$ cat src/rtl/fetch_queue.sv
// fetch_queue: instruction-fetch stage with a DEPTH-entry prefetch queue.
// Issues single-word reads from fetch_pc, buffers (pc, insn) pairs and hands
// them to decode over a valid/ready handshake. Supports decode back-pressure,
// memory busy, and redirect with flush.
// Optional macro FETCH_BYPASS_EN: when the queue is empty an arriving response
// is presented to decode combinationally in the same cycle.
module fetch_queue #(
  parameter int                    ADDR_WIDTH = 32,
  parameter int                    DATA_WIDTH = 32,
  parameter int                    DEPTH      = 4,
  parameter logic [ADDR_WIDTH-1:0] START_ADDR = 32'h80020000
) (
  input  logic                  clock,
  input  logic                  reset_n,
  input  logic                  enable_fetch,
  input  logic                  redirect,
  input  logic [ADDR_WIDTH-1:0] redirect_pc,
  output logic [ADDR_WIDTH-1:0] mem_address,
  output logic                  mem_enable,
  output logic                  mem_rw,
  output logic [1:0]            mem_access_size,
  input  logic                  mem_busy,
  input  logic [DATA_WIDTH-1:0] mem_data_out,
  output logic [DATA_WIDTH-1:0] insn,
  output logic [ADDR_WIDTH-1:0] pc_decode,
  output logic                  insn_valid,
  input  logic                  decode_ready
);

  localparam int PW = $clog2(DEPTH);
  localparam int CW = PW + 1;

  typedef enum logic [1:0] {S_IDLE, S_RUN, S_DRAIN} state_t;

  state_t                r_state;
  logic [ADDR_WIDTH-1:0] r_fetch_pc;
  logic [ADDR_WIDTH-1:0] r_resp_pc;
  logic                  r_inflight;
  logic [CW-1:0]         r_count;
  logic [PW-1:0]         r_wptr;
  logic [PW-1:0]         r_rptr;
  logic [DATA_WIDTH-1:0] r_q_insn [DEPTH];
  logic [ADDR_WIDTH-1:0] r_q_pc   [DEPTH];
  logic [DATA_WIDTH-1:0] r_insn;
  logic [ADDR_WIDTH-1:0] r_pc_decode;
  logic                  r_insn_valid;

  logic                  w_flush;
  logic [CW-1:0]         w_occ;
  logic                  w_req;
  logic                  w_accept;
  logic                  w_pop_q;
  logic                  w_byp_take;
  logic                  w_push;
  logic [CW-1:0]         w_cnt_n;
  logic [PW-1:0]         w_rptr_n;
  logic                  w_remain0;
  logic [DATA_WIDTH-1:0] w_head_insn;
  logic [ADDR_WIDTH-1:0] w_head_pc;

  // Redirect only flushes once fetch has started; in IDLE it just loads the PC.
  assign w_flush  = redirect && (r_state != S_IDLE);
  // Occupancy includes the in-flight slot so a response always has room.
  assign w_occ    = r_count + CW'(r_inflight);
  assign w_req    = (r_state == S_RUN) && (w_occ < CW'(DEPTH)) && !redirect;
  assign w_accept = w_req && !mem_busy;
  assign w_pop_q  = r_insn_valid && decode_ready;

  assign mem_enable      = w_req;
  assign mem_address     = r_fetch_pc;
  assign mem_rw          = 1'b1;
  assign mem_access_size = 2'b00;

`ifdef FETCH_BYPASS_EN
  logic w_byp;
  // Empty queue plus arriving response: show it to decode right away.
  assign w_byp      = r_inflight && (r_count == '0);
  assign w_byp_take = w_byp && decode_ready;
  assign insn_valid = r_insn_valid || w_byp;
  assign insn       = (!r_insn_valid && w_byp) ? mem_data_out : r_insn;
  assign pc_decode  = (!r_insn_valid && w_byp) ? r_resp_pc    : r_pc_decode;
`else
  assign w_byp_take = 1'b0;
  assign insn_valid = r_insn_valid;
  assign insn       = r_insn;
  assign pc_decode  = r_pc_decode;
`endif

  // A response consumed through the bypass never enters the queue; redirect drops it.
  assign w_push    = r_inflight && !w_flush && !w_byp_take;
  assign w_cnt_n   = r_count + CW'(w_push) - CW'(w_pop_q);
  assign w_rptr_n  = r_rptr + PW'(w_pop_q);
  assign w_remain0 = (r_count == CW'(w_pop_q));

  // Next head: oldest remaining entry, else the entry being pushed, else hold.
  always_comb begin
    w_head_insn = r_insn;
    w_head_pc   = r_pc_decode;
    if (!w_remain0) begin
      w_head_insn = r_q_insn[w_rptr_n];
      w_head_pc   = r_q_pc[w_rptr_n];
    end else if (w_push || w_byp_take) begin
      w_head_insn = mem_data_out;
      w_head_pc   = r_resp_pc;
    end
  end

  // Fetch control FSM.
  always_ff @(posedge clock) begin
    if (!reset_n) begin
      r_state <= S_IDLE;
    end else begin
      case (r_state)
        S_IDLE:  if (enable_fetch) r_state <= S_RUN;
        S_RUN:   if (!enable_fetch) r_state <= S_DRAIN;
        S_DRAIN: begin
          if (enable_fetch)                         r_state <= S_RUN;
          else if ((r_count == '0) && !r_inflight)  r_state <= S_IDLE;
        end
        default: r_state <= S_IDLE;
      endcase
    end
  end

  // PC, in-flight tracking, queue pointers and registered decode head.
  always_ff @(posedge clock) begin
    if (!reset_n) begin
      r_fetch_pc   <= START_ADDR;
      r_resp_pc    <= '0;
      r_inflight   <= 1'b0;
      r_count      <= '0;
      r_wptr       <= '0;
      r_rptr       <= '0;
      r_insn       <= '0;
      r_pc_decode  <= '0;
      r_insn_valid <= 1'b0;
    end else if (w_flush) begin
      r_fetch_pc   <= redirect_pc;
      r_inflight   <= 1'b0;
      r_count      <= '0;
      r_wptr       <= '0;
      r_rptr       <= '0;
      r_insn_valid <= 1'b0;
    end else begin
      if (redirect)      r_fetch_pc <= redirect_pc;
      else if (w_accept) r_fetch_pc <= r_fetch_pc + ADDR_WIDTH'(3'd4);
      if (w_accept)      r_resp_pc  <= r_fetch_pc;
      r_inflight   <= w_accept;
      r_count      <= w_cnt_n;
      r_wptr       <= r_wptr + PW'(w_push);
      r_rptr       <= w_rptr_n;
      r_insn_valid <= (w_cnt_n != '0);
      r_insn       <= w_head_insn;
      r_pc_decode  <= w_head_pc;
    end
  end

  // Queue storage; contents are don't-care until written.
  always_ff @(posedge clock) begin
    if (w_push) begin
      r_q_insn[r_wptr] <= mem_data_out;
      r_q_pc[r_wptr]   <= r_resp_pc;
    end
  end

`ifndef SYNTHESIS
  // The request throttle must make overflow unreachable.
  always_ff @(posedge clock) begin
    if (reset_n) assert (!(w_push && (r_count == CW'(DEPTH))))
      else $error("fetch_queue: push into full queue");
  end
`endif

endmodule
$ cat config.mk
export PLATFORM = sky130hd
export DESIGN_NAME = fetch_queue
export DESIGN_NICKNAME = d
export VERILOG_FILES = /design/src/rtl/fetch_queue.sv
export SDC_FILE = /design/constraint.sdc
export NUM_CORES = 1
export LEC_CHECK = 0
export CAP_MARGIN = 20
export CORE_AREA = 3 3 227 229
export DETAILED_ROUTE_END_ITERATION = 8
export DIE_AREA = 0 0 230 232
export GPL_TIMING_DRIVEN = 1
export SKIP_LAST_GASP = 1
export SYNTH_ARGS = -nofsm -noshare
export SYNTH_HDL_FRONTEND = slang
export SYNTH_SLANG_ARGS = --single-unit
$ cat constraint.sdc
create_clock -name clock -period 9.73 [get_ports clock]
set_input_delay 2.4325 -clock clock [delete_from_list [all_inputs] [get_ports clock]]
set_output_delay 2.4325 -clock clock [all_outputs]
set_load 0.05 [all_outputs]
==> impl_metrics.py, run 1 <==
metrics = {
    "outcome": {
        "outcome": "finished, final reports clean",
    },
    "synthesis": {
        "synth.area.top_cells": "edfxtp_1, dfxtp_1, mux4_2",
        "synth_ff_type": "edfxtp_1",
        "yosysSeqAreaShare": 0.684,
        "ys_types": 54,
        "synth_cells": 1045,
        "avgSynthCellArea_um2": 14.6,
        "async_flop_share": 0,
        "synth_edf_count": 256,
        "synth-seq-cells": 395,
        "ys_warn_count": 0,
        "synth_top_area_frac": 0.502,
        "synth_top_area_cell": "edfxtp_1",
        "netlist_area_mm2": 0.0153,
    },
    "grt": {
        "grt_pass1_vias": 9576,
        "globalRouteOverflowTotal": 0,
        "grt_usage": 0.140,
        "grt_max_degree": 73,
        "antenna_found_initial": 1,
        "grt_pass1_wl_mm": 57.8,
    },
    "sta": {
        "rsz0062_at_grt": "false",
        "fin_skew_ns": 0.0282,
        "worst_pin_slew_ns": 0.995,
        "fmax_mhz": 149,
        "slew_headroom": 0.336,
        "fin_setup_tns_ns": 0,
        "setup_viol": 0,
        "worst_slack_ns": 3.02,
        "fin_crit_sh": 0.690,
        "finalCriticalPeriod_ns": 6.71,
        "finalHoldViolations": 0,
        "finalMaxSlewViolations": 0,
    },
    "run": {
        "drv_cap": 0,
    },
    "worst_hold_path": {
        "hold_class": "flop to flop",
    },
    "critical_path": {
        "slowest_stage": "clkdlybuf4s50_1",
        "critPathRequiredTime_ns": 7.30,
        "crit_top_cell": "clkdlybuf4s50_1",
        "cp_slowest_stage_delay_ns": 0.87,
        "critical_path_class": "input pin to primary output",
        "path_cells": "clkdlybuf4s50_1 > buf_4 > a211oi_1 > clkdlybuf4s50_1",
        "cp_max_fo": 18,
        "cp-start-kind": "input pin",
        "crit_arrival_ns": 4.28,
        "end_kind": "primary output",
    },
    "cts": {
        "clkTransAtPathRegs_ns": 0.05,
        "cts_tree": "built",
        "cts_setup_buffers": 0,
        "hold_buffers": 0,
        "cts_max_level": 2,
        "cts_resized": 0,
        "clockBufferDepth": 3,
        "cts.sinks": 395,
        "cts-root-buf": "clkbuf_16",
        "cts-buffers-inserted": 43,
        "worstSkewPairLatency_ns": 0.57,
    },
    "cells_and_area": {
        "syn2layout_area_growth_pct": 24.9,
        "final_nets": 1279,
        "finish.utilization": 0.383,
        "layout-drive-gt1-share": 0.127,
    },
    "floorplan": {
        "start_util": 0.307,
        "fp.dieW_um": 230,
        "dieArea_mm2": 0.0534,
        "fp.dieH_um": 232,
        "fp.coreArea_mm2": 0.0499,
        "top_level_ports": 171,
        "rows": 82,
    },
    "routing": {
        "drt_pass1_iterations": 5,
        "dr_total_vias": 9316,
        "drt-initial-drc-count": 649,
        "ant_nets": 0,
        "wl_per_cell_um": 19.7,
        "via_per_inst": 4.88,
        "drt_wl_total_mm": 37.6,
        "drcViolationCount": 0,
    },
    "pwr": {
        "vdd_drop_max_v": 0.000205,
        "total_power_uw": 4970,
        "power_density_mw_per_mm2": 260,
        "leakagePower_uw": 0.00602,
    },
    "placement": {
        "gp_congestion": 0.811,
        "portBuffers": 167,
        "pre_cts_ws_ns": 2.94,
        "post-dp-hpwl_mm": 22.2,
    },
}
## logic make-up after synthesis
logic type	share of synthesized area
buffers and inverters	0.0215
and+or+nand+nor	0.0540
DFF	0.684
adders and majority gates	0.00539
muxes	0.138
xor gates and xnor gates	0.0137
AOI/OAI and AO/OA	0.0829
other	0.000491
## metal layers
metal	global-route usage	vias to the layer above	routed length, um
met5	0	-	0
met4	0.0442	0	752
met3	0.0337	54	2230
met2	0.229	244	17800
met1	0.186	4687	16900
li1	-	4331	-
## sequential cells by signal, indices dropped and copies added, names as in the netlist, 3 cells and up
signal,flops
r_q_insn,128
insn,32
r_q_pc,128
r_count,3
pc_decode,32
mem_address,32
r_resp_pc,32
## stage by stage
| stage | area [um2] | cells | hold slack [ns] |
|---|---|---|---|
| global placement | 17700 | 1828 | 0.464 |
| finish | 19100 | 1910 | 0.480 |
| detailed placement | 17700 | 1828 | 0.469 |
| CTS | 19100 | 1907 | 0.476 |
| global route | 19100 | 1910 | 0.510 |
| floorplan | 15300 | 1046 | 0.449 |
## cells in the mapped netlist (2+ instances only)
cell / instances
nor3_1: 12
mux2i_1: 67
buf_1: 5
o21ai_0: 89
conb_1: 2
edfxtp_1: 256
nor2_1: 13
buf_4: 4
a31oi_1: 6
a211oi_1: 4
nor3b_1: 2
xor2_1: 6
nand3_1: 11
clkbuf_1: 59
or4_1: 3
nand4_1: 9
or3_1: 3
ha_1: 5
a21oi_1: 119
nor4_1: 8
and2_1: 2
o31a_1: 3
o31ai_1: 2
dfxtp_1: 139
or3_2: 3
and4_1: 5
a211o_1: 2
inv_1: 9
xnor2_1: 18
and3_1: 7
nand2_1: 82
buf_2: 5
mux4_2: 64
## critical path, delay by kind of cell
kind / cells / cell delay [ns]
buf+inv: 3 / 1.48
compound gates: 1 / 0.35
## cells in the final DEF (no fill, tap or decap), types with 6 or more instances in the layout
cell type and instances:
edfxtp_1 256, clkdlybuf4s50_1 166, dfxtp_1 139, a21oi_1 119, o21ai_0 89, nand2_1 82, mux2i_1 67, mux4_2 64
clkbuf_16 44, xnor2_1 18, clkbuf_1 17, buf_4 17, nor2_1 13, nand3_1 11, nor3_1 11, inv_1 9
nand4_1 9, nor4_1 8, and3_1 6, a31oi_1 6, clkinv_1 6
## final timing paths
path	start	endpoint	slack (ns)	depth (start not counted)
max reg2reg	insn_valid$_SDFF_PP0_	pc_decode[13]$_SDFFE_PN0P_	6.64	8
min	mem_address[0]$_SDFFE_PN0P_	r_resp_pc[0]$_SDFFE_PN0P_	0.48	2
max	redirect	mem_enable	3.02	4
min reg2reg	mem_address[0]$_SDFFE_PN0P_	r_resp_pc[0]$_SDFFE_PN0P_	0.48	2
## layout make-up
cell class | instances | area [um2]
inverters | 9 | 33.8
flip-flops and latches | 395 | 10500
clock inverters | 15 | 158
repair buffers | 185 | 1830
well taps | 672 | 841
fillers | 4740 | 30700
diodes | 1 | 2.50
clock buffers | 64 | 1210
multi-input cells | 569 | 4580
## report_power, final
group	switching [uW]	leakage [uW]	internal [uW]
Combinational	885	0.00199	531
Sequential	73.1	0.00337	1890
Clock	652	0.000663	937
Total	1610	0.00602	3360
(Power assumes the default switching activity.)
==> run 2: changes to the inputs <==
==> constraint.sdc (replaced) <==
create_clock -name clock -period 5.9 [get_ports clock]
set_input_delay 1.475 -clock clock [delete_from_list [all_inputs] [get_ports clock]]
set_output_delay 1.475 -clock clock [all_outputs]
set_load 0.05 [all_outputs]
==> impl_metrics.py, run 2 (synthesis gave the netlist of run 1 again) <==
metrics = {
    "pwr": {
        "power_density_mw_per_mm2": 434,
        "leakagePower_uw": 0.00610,
        "total_power_uw": 8370,
        "vdd_drop_max_v": 0.000233,
    },
    "sta": {
        "fin_skew_ns": 0.0261,
        "worst_pin_slew_ns": 1.02,
        "hold_slack_ns": 0.473,
        "worst_slack_ns": 1.09,
        "finalMaxSlewViolations": 0,
        "fmax_mhz": 208,
        "finalHoldViolations": 0,
        "finalCriticalPeriod_ns": 4.81,
        "fin_crit_sh": 0.815,
        "setup_viol": 0,
        "slew_headroom": 0.321,
        "rsz0062_at_grt": "false",
        "fin_setup_tns_ns": 0,
    },
    "cells_and_area": {
        "final_nets": 1281,
        "mostFrequentLayoutCell": "edfxtp_1",
        "syn2layout_area_growth_pct": 26.1,
        "final_cell_mix": "edfxtp_1, clkdlybuf4s50_1, dfxtp_1, a21oi_1, o21ai_0",
        "biggestRegsByFlops": "r_q_insn (128), r_q_pc (128)",
        "diodes": 0,
        "layout-drive-gt1-share": 0.136,
    },
    "placement": {
        "post-dp-hpwl_mm": 22.1,
        "gp_congestion": 0.822,
        "pre_cts_ws_ns": 1.01,
        "portBuffers": 167,
    },
    "routing": {
        "drt_pass1_iterations": 5,
        "wl_per_cell_um": 19.5,
        "ant_nets": 0,
        "drt_wl_total_mm": 37.4,
        "drt-initial-drc-count": 605,
        "via_per_inst": 4.89,
        "drcViolationCount": 0,
        "dr_total_vias": 9355,
    },
    "critical_path": {
        "r2r-start": "insn_valid$_SDFF_PP0_",
        "crit_cells": 3,
        "slowest_stage": "clkdlybuf4s50_1",
        "path_cells": "clkdlybuf4s50_1 > a211oi_1 > clkdlybuf4s50_1",
        "critPathRequiredTime_ns": 4.43,
        "reg2regPathDepth": 7,
        "rr_endpoint": "insn[21]$_SDFFE_PN0P_",
        "cp_slowest_stage_delay_ns": 0.91,
        "cp-start-kind": "input pin",
        "cp_max_fo": 2,
        "critical_path_class": "input pin to primary output",
        "crit_top_cell": "clkdlybuf4s50_1",
        "r2r_slack_ns": 3.14,
        "end_kind": "primary output",
        "path_delay_family": "buffers and inverters",
        "path_buf_inv": 2,
        "crit_arrival_ns": 3.34,
    },
    "cts": {
        "clkTransAtPathRegs_ns": 0.06,
        "cts.sinks": 395,
        "clockBufferDepth": 3,
        "cts_setup_buffers": 0,
        "cts_resized": 0,
        "hold_buffers": 0,
        "cts_tree": "built",
        "worstSkewPairLatency_ns": 0.58,
        "cts_max_level": 2,
        "cts-buffers-inserted": 44,
        "cts-root-buf": "clkbuf_16",
    },
    "floorplan": {
        "start_util": 0.307,
        "dieArea_mm2": 0.0534,
        "rows": 82,
        "fp.dieW_um": 230,
        "fp.coreArea_mm2": 0.0499,
        "fp.dieH_um": 232,
        "top_level_ports": 171,
    },
    "grt": {
        "grt_usage": 0.140,
        "grt_pass1_wl_mm": 57.9,
        "grt_max_degree": 129,
        "globalRouteOverflowTotal": 0,
        "antenna_found_initial": 0,
        "grt_pass1_vias": 9703,
    },
    "run": {
        "drv_cap": 0,
    },
    "worst_hold_path": {
        "worstHoldStart": "mem_address[0]$_SDFFE_PN0P_",
        "hold_depth": 2,
        "hold_class": "flop to flop",
        "hold_end": "r_resp_pc[0]$_SDFFE_PN0P_",
    },
    "outcome": {
        "outcome": "finished, final reports clean",
    },
}
[run 2: tightest hold or removal path: stages (launching register included)]
cell     delay (ns)
dfxtp_1        0.32
nand2_1        0.06
a21oi_1        0.05
[run 2: area by class of cell]
type / instances / area, um2
multi-input cells: 569 / 4590
repair buffers: 186 / 1850
flip-flops and latches: 395 / 10500
well taps: 672 / 841
fillers: 4713 / 30600
clock buffers: 53 / 1140
clock inverters: 29 / 364
inverters: 9 / 33.8
[run 2: power breakdown]
group          switching [uW]  internal (uW)
clock network            1130           1670
logic                    1440            881
registers                 128           3120
[run 2: how the worst max path moves through the flow]
stage	endpoint	slack [ns]	from
4_1_cts	mem_enable	1.01	redirect
6_report	mem_enable	1.09	redirect
3_3_place_gp	mem_enable	0.99	redirect
3_5_place_dp	mem_enable	1.01	redirect
5_1_grt	mem_enable	1.05	redirect
2_1_floorplan	r_q_insn[1][0]$_DFFE_PP_	0.81	redirect
[run 2: routing by layer]
metal | wire (um) | vias up | share of wire | GRT usage
li1 | - | 4355 | - | -
met1 | 16600 | 4684 | 0.44 | 0.184
met2 | 17900 | 263 | 0.48 | 0.235
met3 | 2120 | 53 | 0.057 | 0.0298
met4 | 715 | 0 | 0.019 | 0.0433
met5 | 0 | - | 0 | 0
[run 2: stage by stage]
stage	instances	instance area, um2	utilization
final	1913	19300	0.387
after global routing	1913	19300	0.387
after CTS	1913	19300	0.387
after detailed placement	1831	17800	0.357
after global placement	1831	17800	0.357
after floorplan	1046	15300	-
==> run 3: changes to the inputs <==
==> constraint.sdc (replaced) <==
create_clock -name clock -period 4.05 [get_ports clock]
set_input_delay 1.0125 -clock clock [delete_from_list [all_inputs] [get_ports clock]]
set_output_delay 1.0125 -clock clock [all_outputs]
set_load 0.05 [all_outputs]
==> impl_metrics.py, run 3 (synthesis gave the netlist of run 1 again) <==
metrics = {
    "routing": {
        "drt-initial-drc-count": 563,
        "wl_met2_mm": 17.9,
        "top_layer_used": "met5",
        "drt_wl_total_mm": 37.9,
        "via_per_inst": 4.90,
        "dr_total_vias": 9387,
        "met1_length_mm": 16.8,
        "drcViolationCount": 0,
        "wl_per_cell_um": 19.7,
        "routed-wl-met3_mm": 2.34,
        "drt_pass1_iterations": 5,
        "ant_nets": 0,
    },
    "pwr": {
        "power_density_mw_per_mm2": 623,
        "vdd_drop_max_v": 0.000267,
        "leakagePower_uw": 0.00611,
    },
    "cts": {
        "clockBufferDepth": 3,
        "cts-buffers-inserted": 43,
        "worstSkewPairLatency_ns": 0.57,
        "cts_tree": "built",
        "cts_max_level": 2,
        "cts.sinks": 395,
        "clkTransAtPathRegs_ns": 0.05,
        "cts-root-buf": "clkbuf_16",
        "cts_setup_buffers": 0,
        "cts_resized": 0,
        "hold_buffers": 0,
    },
    "sta": {
        "worst_pin_slew_ns": 0.791,
        "finalMaxSlewViolations": 0,
        "slew_headroom": 0.473,
        "hold_slack_ns": 0.470,
        "finalHoldViolations": 0,
        "fin_setup_tns_ns": 0,
        "worst_slack_ns": 0.716,
        "fin_crit_sh": 0.823,
        "fin_skew_ns": 0.0255,
        "rsz0062_at_grt": "false",
        "finalCriticalPeriod_ns": 3.33,
        "fmax_mhz": 300,
        "setup_viol": 0,
    },
    "grt": {
        "grt_max_degree": 73,
        "grt_pass1_wl_mm": 58.1,
        "globalRouteOverflowTotal": 0,
        "grt_pass1_vias": 9721,
        "antenna_found_initial": 1,
        "grt_usage": 0.141,
    },
    "critical_path": {
        "crit_top_cell": "buf_4",
        "end_kind": "primary output",
        "slowest_stage": "clkdlybuf4s50_1",
        "cp-start-kind": "input pin",
        "cp_max_fo": 17,
        "cp_slowest_stage_delay_ns": 0.48,
        "reg2regPathDepth": 5,
        "crit_arrival_ns": 2.32,
        "critPathRequiredTime_ns": 3.04,
        "path_cells": "clkdlybuf4s50_1 > buf_4 > a211oi_1 > buf_4 > buf_12",
        "critical_path_class": "input pin to primary output",
    },
    "placement": {
        "gp_congestion": 0.826,
        "pre_cts_ws_ns": 0.532,
        "portBuffers": 167,
        "post-dp-hpwl_mm": 23.1,
    },
    "floorplan": {
        "start_util": 0.307,
        "fp.dieH_um": 232,
        "fp.coreArea_mm2": 0.0499,
        "fp.dieW_um": 230,
        "dieArea_mm2": 0.0534,
        "rows": 82,
        "top_level_ports": 171,
    },
    "cells_and_area": {
        "syn2layout_area_growth_pct": 26.4,
        "biggestRegsByFlops": "r_q_insn (128), r_q_pc (128)",
        "layout-drive-gt1-share": 0.138,
        "diodes": 0,
        "final_nets": 1287,
        "final_cell_mix": "edfxtp_1, clkdlybuf4s50_1, dfxtp_1, a21oi_1, o21ai_0",
        "mostFrequentLayoutCell": "edfxtp_1",
    },
    "run": {
        "drv_cap": 0,
    },
    "worst_hold_path": {
        "hold_class": "flop to flop",
        "hold_depth": 2,
    },
    "outcome": {
        "outcome": "finished, final reports clean",
    },
}
-- run 3: cell types whose count changed in the layout (fill, tap and decap cells not counted), moves of 2 or more --
cell,before,now
buf_12,3,12
bufinv_16,6,4
clkbuf_1,8,13
clkinv_1,7,5
clkinv_16,2,0
clkinv_2,10,8
inv_8,2,0
-- run 3: final cells by class --
cell class	instances	area, um2
Clock buffer	59	1180
Clock inverter	20	216
Fill cell	4717	30500
Inverter	9	33.8
Multi-Input combinational cell	569	4600
Sequential cell	395	10500
Tap cell	672	841
Timing Repair Buffer	193	2010
-- run 3: routing by layer --
metal,GRT usage,vias to the layer above
met3,0.0399,54
met5,0,-
met4,0.0390,2
met1,0.185,4720
met2,0.230,256
li1,-,4355
-- run 3: where the power goes --
part           internal (uW)  switching, uW
clock network           2300           1560
logic                   1340           2140
registers               4540            192
total                   8180           3890
-- run 3: path summary, 6_finish.rpt --
check / start / slack, ns / to
max: redirect / 0.72 / mem_enable
min: mem_address[1]$_SDFFE_PN0P_ / 0.47 / r_resp_pc[1]$_SDFFE_PN0P_
max reg2reg: mem_address[11]$_SDFFE_PN0P_ / 1.45 / mem_address[31]$_SDFFE_PN1P_
min reg2reg: mem_address[1]$_SDFFE_PN0P_ / 0.47 / r_resp_pc[1]$_SDFFE_PN0P_
-- run 3: critical path: cells and delay by family --
family	cells	cell delay, ns
buf+inv	4	1.05
compound gates	1	0.25
-- run 3: through the flow --
stage / std cells / power [uW] / utilization / cell area (um2)
after detailed placement: 1838 / 8360 / 0.360 / 18000
after floorplan: 1046 / 7160 / - / 15300
after global routing: 1917 / 12600 / 0.388 / 19300
after CTS: 1917 / 12300 / 0.388 / 19300
after global placement: 1838 / 8330 / 0.360 / 18000
final: 1917 / 12100 / 0.388 / 19300
